[config.mk]
export PLATFORM = sky130hd
export DESIGN_NAME = param_reg_file_flat
export DESIGN_NICKNAME = d
export VERILOG_FILES = /design/src/rtl/param_reg_file_if.sv /design/src/rtl/param_reg_file.sv /design/src/flat_wrapper.sv
export SDC_FILE = /design/constraint.sdc
export NUM_CORES = 1
export LEC_CHECK = 0
export CAP_MARGIN = 20
export CELL_PAD_IN_SITES_DETAIL_PLACEMENT = 1
export CELL_PAD_IN_SITES_GLOBAL_PLACEMENT = 2
export CORE_MARGIN = 2
export CORE_UTILIZATION = 33
export CTS_CLUSTER_SIZE = 14
export DETAILED_ROUTE_END_ITERATION = 8
export PLACE_DENSITY_LB_ADDON = 0.1
export SYNTH_ARGS = -nofsm -noshare
export SYNTH_HDL_FRONTEND = slang
export SYNTH_SLANG_ARGS = --single-unit
[constraint.sdc]
create_clock -name CLK -period 2.8 [get_ports CLK]
set_clock_uncertainty 0.05 [all_clocks]
set_input_delay 0.84 -clock CLK [delete_from_list [all_inputs] [get_ports CLK]]
set_output_delay 0.84 -clock CLK [all_outputs]
set_load 0.005 [all_outputs]
[src/rtl/param_reg_file_if.sv]
// Register-file access bus: write control (FunSel/RegSel/I), read selects,
// and the read data plus per-register status flags.
interface param_reg_file_if #(
  parameter int WIDTH = 8,
  parameter int DEPTH = 4
);
  localparam int SW = (DEPTH > 1) ? $clog2(DEPTH) : 1;

  logic [1:0]       FunSel;
  logic [DEPTH-1:0] RegSel;
  logic [WIDTH-1:0] I;
  logic [SW-1:0]    OutASel;
  logic [SW-1:0]    OutBSel;
  logic [WIDTH-1:0] OutA;
  logic [WIDTH-1:0] OutB;
  logic [DEPTH-1:0] Zero;
  logic [DEPTH-1:0] Evt;

  // No valid/ready: every write applies on each rising edge where its RegSel bit is low,
  // and reads are purely combinational.
  modport master (
    output FunSel, RegSel, I, OutASel, OutBSel,
    input  OutA, OutB, Zero, Evt
  );

  modport slave (
    input  FunSel, RegSel, I, OutASel, OutBSel,
    output OutA, OutB, Zero, Evt
  );
endinterface

[src/rtl/param_reg_file.sv]
// Parametrised register file with per-register dec/inc/load/clear, zero flags,
// sticky wrap/clamp event flags and an optional next-value read bypass.
module param_reg_file #(
  parameter int WIDTH  = 8,
  parameter int DEPTH  = 4,
  parameter int SAT    = 0,
  parameter int BYPASS = 0
) (
  input  logic              CLK,
  input  logic              RST,
  param_reg_file_if.slave   bus
);
  localparam logic [1:0] FN_DEC = 2'd0;
  localparam logic [1:0] FN_INC = 2'd1;
  localparam logic [1:0] FN_LD  = 2'd2;
  localparam logic [1:0] FN_CLR = 2'd3;

  logic [WIDTH-1:0] regs     [DEPTH];
  logic [WIDTH-1:0] nxt      [DEPTH];
  logic [DEPTH-1:0] evt_q;
  logic [DEPTH-1:0] evt_nxt;
  logic [DEPTH-1:0] zero_flags;

  // Next state for every register; also feeds the bypassed read ports.
  always_comb begin
    for (int k = 0; k < DEPTH; k++) begin
      nxt[k]     = regs[k];
      evt_nxt[k] = evt_q[k];
      if (RST) begin
        nxt[k]     = '0;
        evt_nxt[k] = 1'b0;
      end else if (!bus.RegSel[k]) begin
        case (bus.FunSel)
          FN_DEC: begin
            if (regs[k] == '0) begin
              nxt[k]     = (SAT != 0) ? '0 : '1;
              evt_nxt[k] = 1'b1;
            end else begin
              nxt[k] = regs[k] - 1'b1;
            end
          end
          FN_INC: begin
            if (regs[k] == '1) begin
              nxt[k]     = (SAT != 0) ? '1 : '0;
              evt_nxt[k] = 1'b1;
            end else begin
              nxt[k] = regs[k] + 1'b1;
            end
          end
          FN_LD: nxt[k] = bus.I;
          default: begin
            nxt[k]     = '0;
            evt_nxt[k] = 1'b0;
          end
        endcase
      end
    end
  end

  always_ff @(posedge CLK) begin
    if (RST) begin
      for (int k = 0; k < DEPTH; k++) regs[k] <= '0;
      evt_q <= '0;
    end else begin
      for (int k = 0; k < DEPTH; k++) regs[k] <= nxt[k];
      evt_q <= evt_nxt;
    end
  end

  always_comb begin
    zero_flags = '0;
    for (int k = 0; k < DEPTH; k++) zero_flags[k] = (regs[k] == '0);
  end

  // Zero always reflects stored contents, even when the read ports are bypassed.
  assign bus.Zero = zero_flags;
  assign bus.Evt  = evt_q;
  assign bus.OutA = (BYPASS != 0) ? nxt[bus.OutASel] : regs[bus.OutASel];
  assign bus.OutB = (BYPASS != 0) ? nxt[bus.OutBSel] : regs[bus.OutBSel];
endmodule
[src/flat_wrapper.sv]
// flat-port wrapper written by rule: the top's interface ports become plain ports
module param_reg_file_flat 
#(
  parameter int WIDTH  = 8,
  parameter int DEPTH  = 4,
  parameter int SAT    = 0,
  parameter int BYPASS = 0
)
  (CLK, RST, bus_FunSel, bus_RegSel, bus_I, bus_OutASel, bus_OutBSel, bus_OutA, bus_OutB, bus_Zero, bus_Evt);
  param_reg_file_if #(.WIDTH(WIDTH), .DEPTH(DEPTH)) bus_i ();
  input  logic CLK;
  input  logic RST;
  input wire logic [$bits(bus_i.FunSel)-1:0] bus_FunSel;
  input wire logic [$bits(bus_i.RegSel)-1:0] bus_RegSel;
  input wire logic [$bits(bus_i.I)-1:0] bus_I;
  input wire logic [$bits(bus_i.OutASel)-1:0] bus_OutASel;
  input wire logic [$bits(bus_i.OutBSel)-1:0] bus_OutBSel;
  output wire logic [$bits(bus_i.OutA)-1:0] bus_OutA;
  output wire logic [$bits(bus_i.OutB)-1:0] bus_OutB;
  output wire logic [$bits(bus_i.Zero)-1:0] bus_Zero;
  output wire logic [$bits(bus_i.Evt)-1:0] bus_Evt;
  assign bus_i.FunSel = bus_FunSel;
  assign bus_i.RegSel = bus_RegSel;
  assign bus_i.I = bus_I;
  assign bus_i.OutASel = bus_OutASel;
  assign bus_i.OutBSel = bus_OutBSel;
  assign bus_OutA = bus_i.OutA;
  assign bus_OutB = bus_i.OutB;
  assign bus_Zero = bus_i.Zero;
  assign bus_Evt = bus_i.Evt;
  param_reg_file #(.WIDTH(WIDTH), .DEPTH(DEPTH), .SAT(SAT), .BYPASS(BYPASS)) u_core (.CLK(CLK), .RST(RST), .bus(bus_i));
endmodule
==> results.py <==
metrics = {
    "global_route": {
        "grt_max_degree": 20,
        "antenna_found_initial": 0,
        "use_met1_pct": 34.5,
        "grt-busiest-layer": "met2",
        "grt.total_usage_pct": 26.1,
        "use_met2_pct": 43.0,
        "grt_pass1_wl_um": 22800,
        "grt_pass1_vias": 4013,
        "globalRouteOverflowTotal": 0,
        "grt_use_met3_pct": 4.00,
    },
    "floorplanning": {
        "io_pins": 44,
        "fp-row-count": 37,
        "initial_utilization_pct": 34.1,
        "die_y_um": 108,
        "core_area_mm2": 0.0104,
        "dieArea_mm2": 0.0116,
        "die_x_um": 108,
    },
    "clock_network": {
        "clock_path_buffers": 2,
        "cts_buffers": 5,
        "clk_latency_ps": 310,
        "cts_tree": "yes",
        "path_clk_slew_ps": 90,
        "cts.htree.levels": 2,
        "root_buffer": "clkbuf_8",
        "clock_sinks": 36,
    },
    "final_layout": {
        "fillers": 1298,
        "drive_above_1_share_pct": 22.7,
        "antenna_cells": 0,
        "areaGrowthSynthToFinish_pct": 28.5,
        "fin_nets": 563,
        "design_area_mm2": 0.00454,
    },
    "power": {
        "p_seq_share_pct": 32.8,
        "pwr-share-clk_pct": 24.0,
        "intPower_uw": 1130,
        "power_frac_comb_pct": 43.2,
        "p_sw_uw": 700,
        "vdd_drop_max_mv": 0.182,
        "swShare_pct": 38.2,
        "p_per_area_mw_per_mm2": 403,
        "p_leak_uw": 0.00181,
        "finalPower_uw": 1830,
    },
    "synth": {
        "yosys_warnings": 0,
        "synthAdderAreaFrac_pct": 4.25,
        "synth.distinct_cells": 72,
        "syn-num-nets": 490,
        "synth_flop_cell": "dfxtp_1",
        "synth_edf_count": 0,
        "synth_xor_xnor_area_share_pct": 5.70,
        "seq_area_frac_synth_pct": 20.4,
        "yosys.area_share.simple_pct": 22.3,
        "synth.area.mux_share_pct": 10.7,
        "synth_top_family_by_area": "compound AO/OA/AOI/OAI gates",
        "synth_cells": 458,
        "async_flop_share_pct": 0,
        "synth_compound_area_share_pct": 28.2,
        "synth_area_mm2": 0.00354,
        "ys_ff_latch": 36,
        "avgSynthCellArea_um2": 7.72,
    },
    "setup_path": {
        "path_max_fanout": 4,
        "crit_type": "in2out",
        "startpoint": "bus_OutBSel[0]",
        "startpoint_type": "input port",
        "cp.required_ps": 1910,
        "arrival_ps": 1890,
        "reg2reg_from": "u_core.regs[1][0]",
        "end_kind": "output pin",
    },
    "route": {
        "routed_wl_um": 14400,
        "ant_nets": 0,
        "dr_total_vias": 3904,
        "vias_per_cell": 5.84,
        "avgRoutedWirePerCell_um": 21.6,
        "first_iter_violations": 167,
        "firstDrtPassIters": 4,
        "drcViolationCount": 0,
    },
    "timing": {
        "setup_viol_count_final": 0,
        "timing.setup.tns_ps": 0,
        "relSlewSlack_pct": 56.3,
        "hold_violations": 0,
        "drv_slew": 0,
        "fmax_mhz": 360,
        "final.min_clock_period_ps": 2780,
        "min_period_over_period_pct": 99.3,
        "rsz0062_at_grt": "false",
        "timing.hold.ws_ps": 428,
        "worst_pin_slew_ps": 650,
    },
    "place": {
        "hpwl_um": 11100,
        "dpl-instance-area_mm2": 0.00446,
        "globalplace.congestion": 0.886,
        "io_buffers": 43,
    },
    "min_path": {
        "hp-start": "u_core.bus.Evt[1]",
        "min_path_type": "reg2reg",
    },
    "run_status": {
        "outcome": "complete, no violations",
    },
    "job": {
        "drv_cap": 0,
    },
}
[per-layer routing]
layer | part of all wire [%] | wire [um]
met4 | 2.5 | 367
met5 | 0 | 0
met1 | 45 | 6460
met3 | 4.7 | 672
met2 | 48 | 6930
[power groups by stage]
stage | Combinational (uW) | Sequential [uW] | Clock [uW]
4_1_cts | 781 | 597 | 448
6_report | 791 | 600 | 439
2_1_floorplan | 457 | 586 | 0
5_1_grt | 867 | 606 | 467
3_5_place_dp | 781 | 608 | 0
3_3_place_gp | 772 | 607 | 0
[placed cells by master (no fill, tap or decap), types with 8 or more instances in the layout]
master / synthesis / layout
a21oi_1: 26 / 26
a31oi_1: 13 / 13
buf_4: 1 / 61
clkbuf_2: 0 / 9
clkdlybuf4s50_1: 0 / 22
dfxtp_1: 36 / 35
ha_1: 12 / 12
inv_1: 24 / 21
mux4_2: 14 / 15
nand2_1: 39 / 38
nand3_1: 25 / 25
nor2_1: 31 / 31
nor3_1: 14 / 14
o211ai_1: 8 / 8
o21ai_0: 39 / 39
xnor2_1: 16 / 16
[cell type report]
class / count / area [um^2] / share of cell area (%)
multi-input cells: 351 / 2540 / 55.8
repair buffers: 111 / 927 / 20.4
flip-flops and latches: 36 / 722 / 15.9
well taps: 136 / 170 / 3.74
inverters: 26 / 97.6 / 2.15
clock buffers: 8 / 90.1 / 1.98
[logic make-up (layout without fill, tap and decap cells)]
| kind of cell | after synthesis | in the layout |
|---|---|---|
| buffers and inverters | 71 | 145 |
| adders and majority gates | 12 | 12 |
| AOI/OAI and AO/OA | 148 | 148 |
| xor gates and xnor gates | 23 | 23 |
| DFF | 36 | 36 |
| muxes | 17 | 17 |
| and+or+nand+nor | 151 | 151 |
[path summary, 6_finish.rpt]
check,slack [ps],cells after the start,to
worst max-delay path,20,4,bus_OutB[1]
worst min-delay path,430,1,u_core.bus.Evt[1]
worst max register to register,680,7,u_core.regs[1][0]
worst min register to register,430,1,u_core.bus.Evt[1]
[critical path: stages]
cell             delay, ps
clkdlybuf4s15_2        200
buf_6                  120
mux4_2                 500
clkdlybuf4s15_1        230
[registers in the layout, summed over array words and instances, names as in the netlist]
register        count
u_core.bus.Evt      4
u_core.regs        32
[through the flow]
step	setup WS, ps	std cells	util, %
after floorplan	259	458	-
after global placement	-586	657	43.0
after detailed placement	-632	657	43.0
after CTS	0.00266	666	43.9
after global routing	0.241	668	43.8
final	18.8	668	43.8
[timing repair]
| item | in CTS | in global routing |
|---|---|---|
| setup endpoints to repair | 18 | 13 |
| gates resized for setup | 55 | 17 |
| hold buffers | 0 | 0 |
| hold endpoints to repair | 0 | 0 |
| gates cloned | 0 | 0 |
| setup buffers | 1 | 2 |
| pin swaps | 0 | 1 |
[Yosys cell counts, drive strengths merged, types with 5 or more instances]
cell type / instances / area (um^2)
a31oi: 13 / 81.3
inv: 25 / 93.8
a21o: 5 / 37.5
o211ai: 8 / 60.1
nor2: 32 / 128
dfxtp: 36 / 721
clkbuf: 20 / 75.1
nor3: 15 / 80.1
ha: 12 / 150
nand3: 25 / 125
mux4: 16 / 368
a21oi: 26 / 130
nor2b: 5 / 31.3
buf: 25 / 130
xor2: 7 / 61.3
nor4: 7 / 65.1
o21ai: 42 / 210
nand2: 39 / 146
xnor2: 16 / 140
Power figures use the tool's default switching activity.
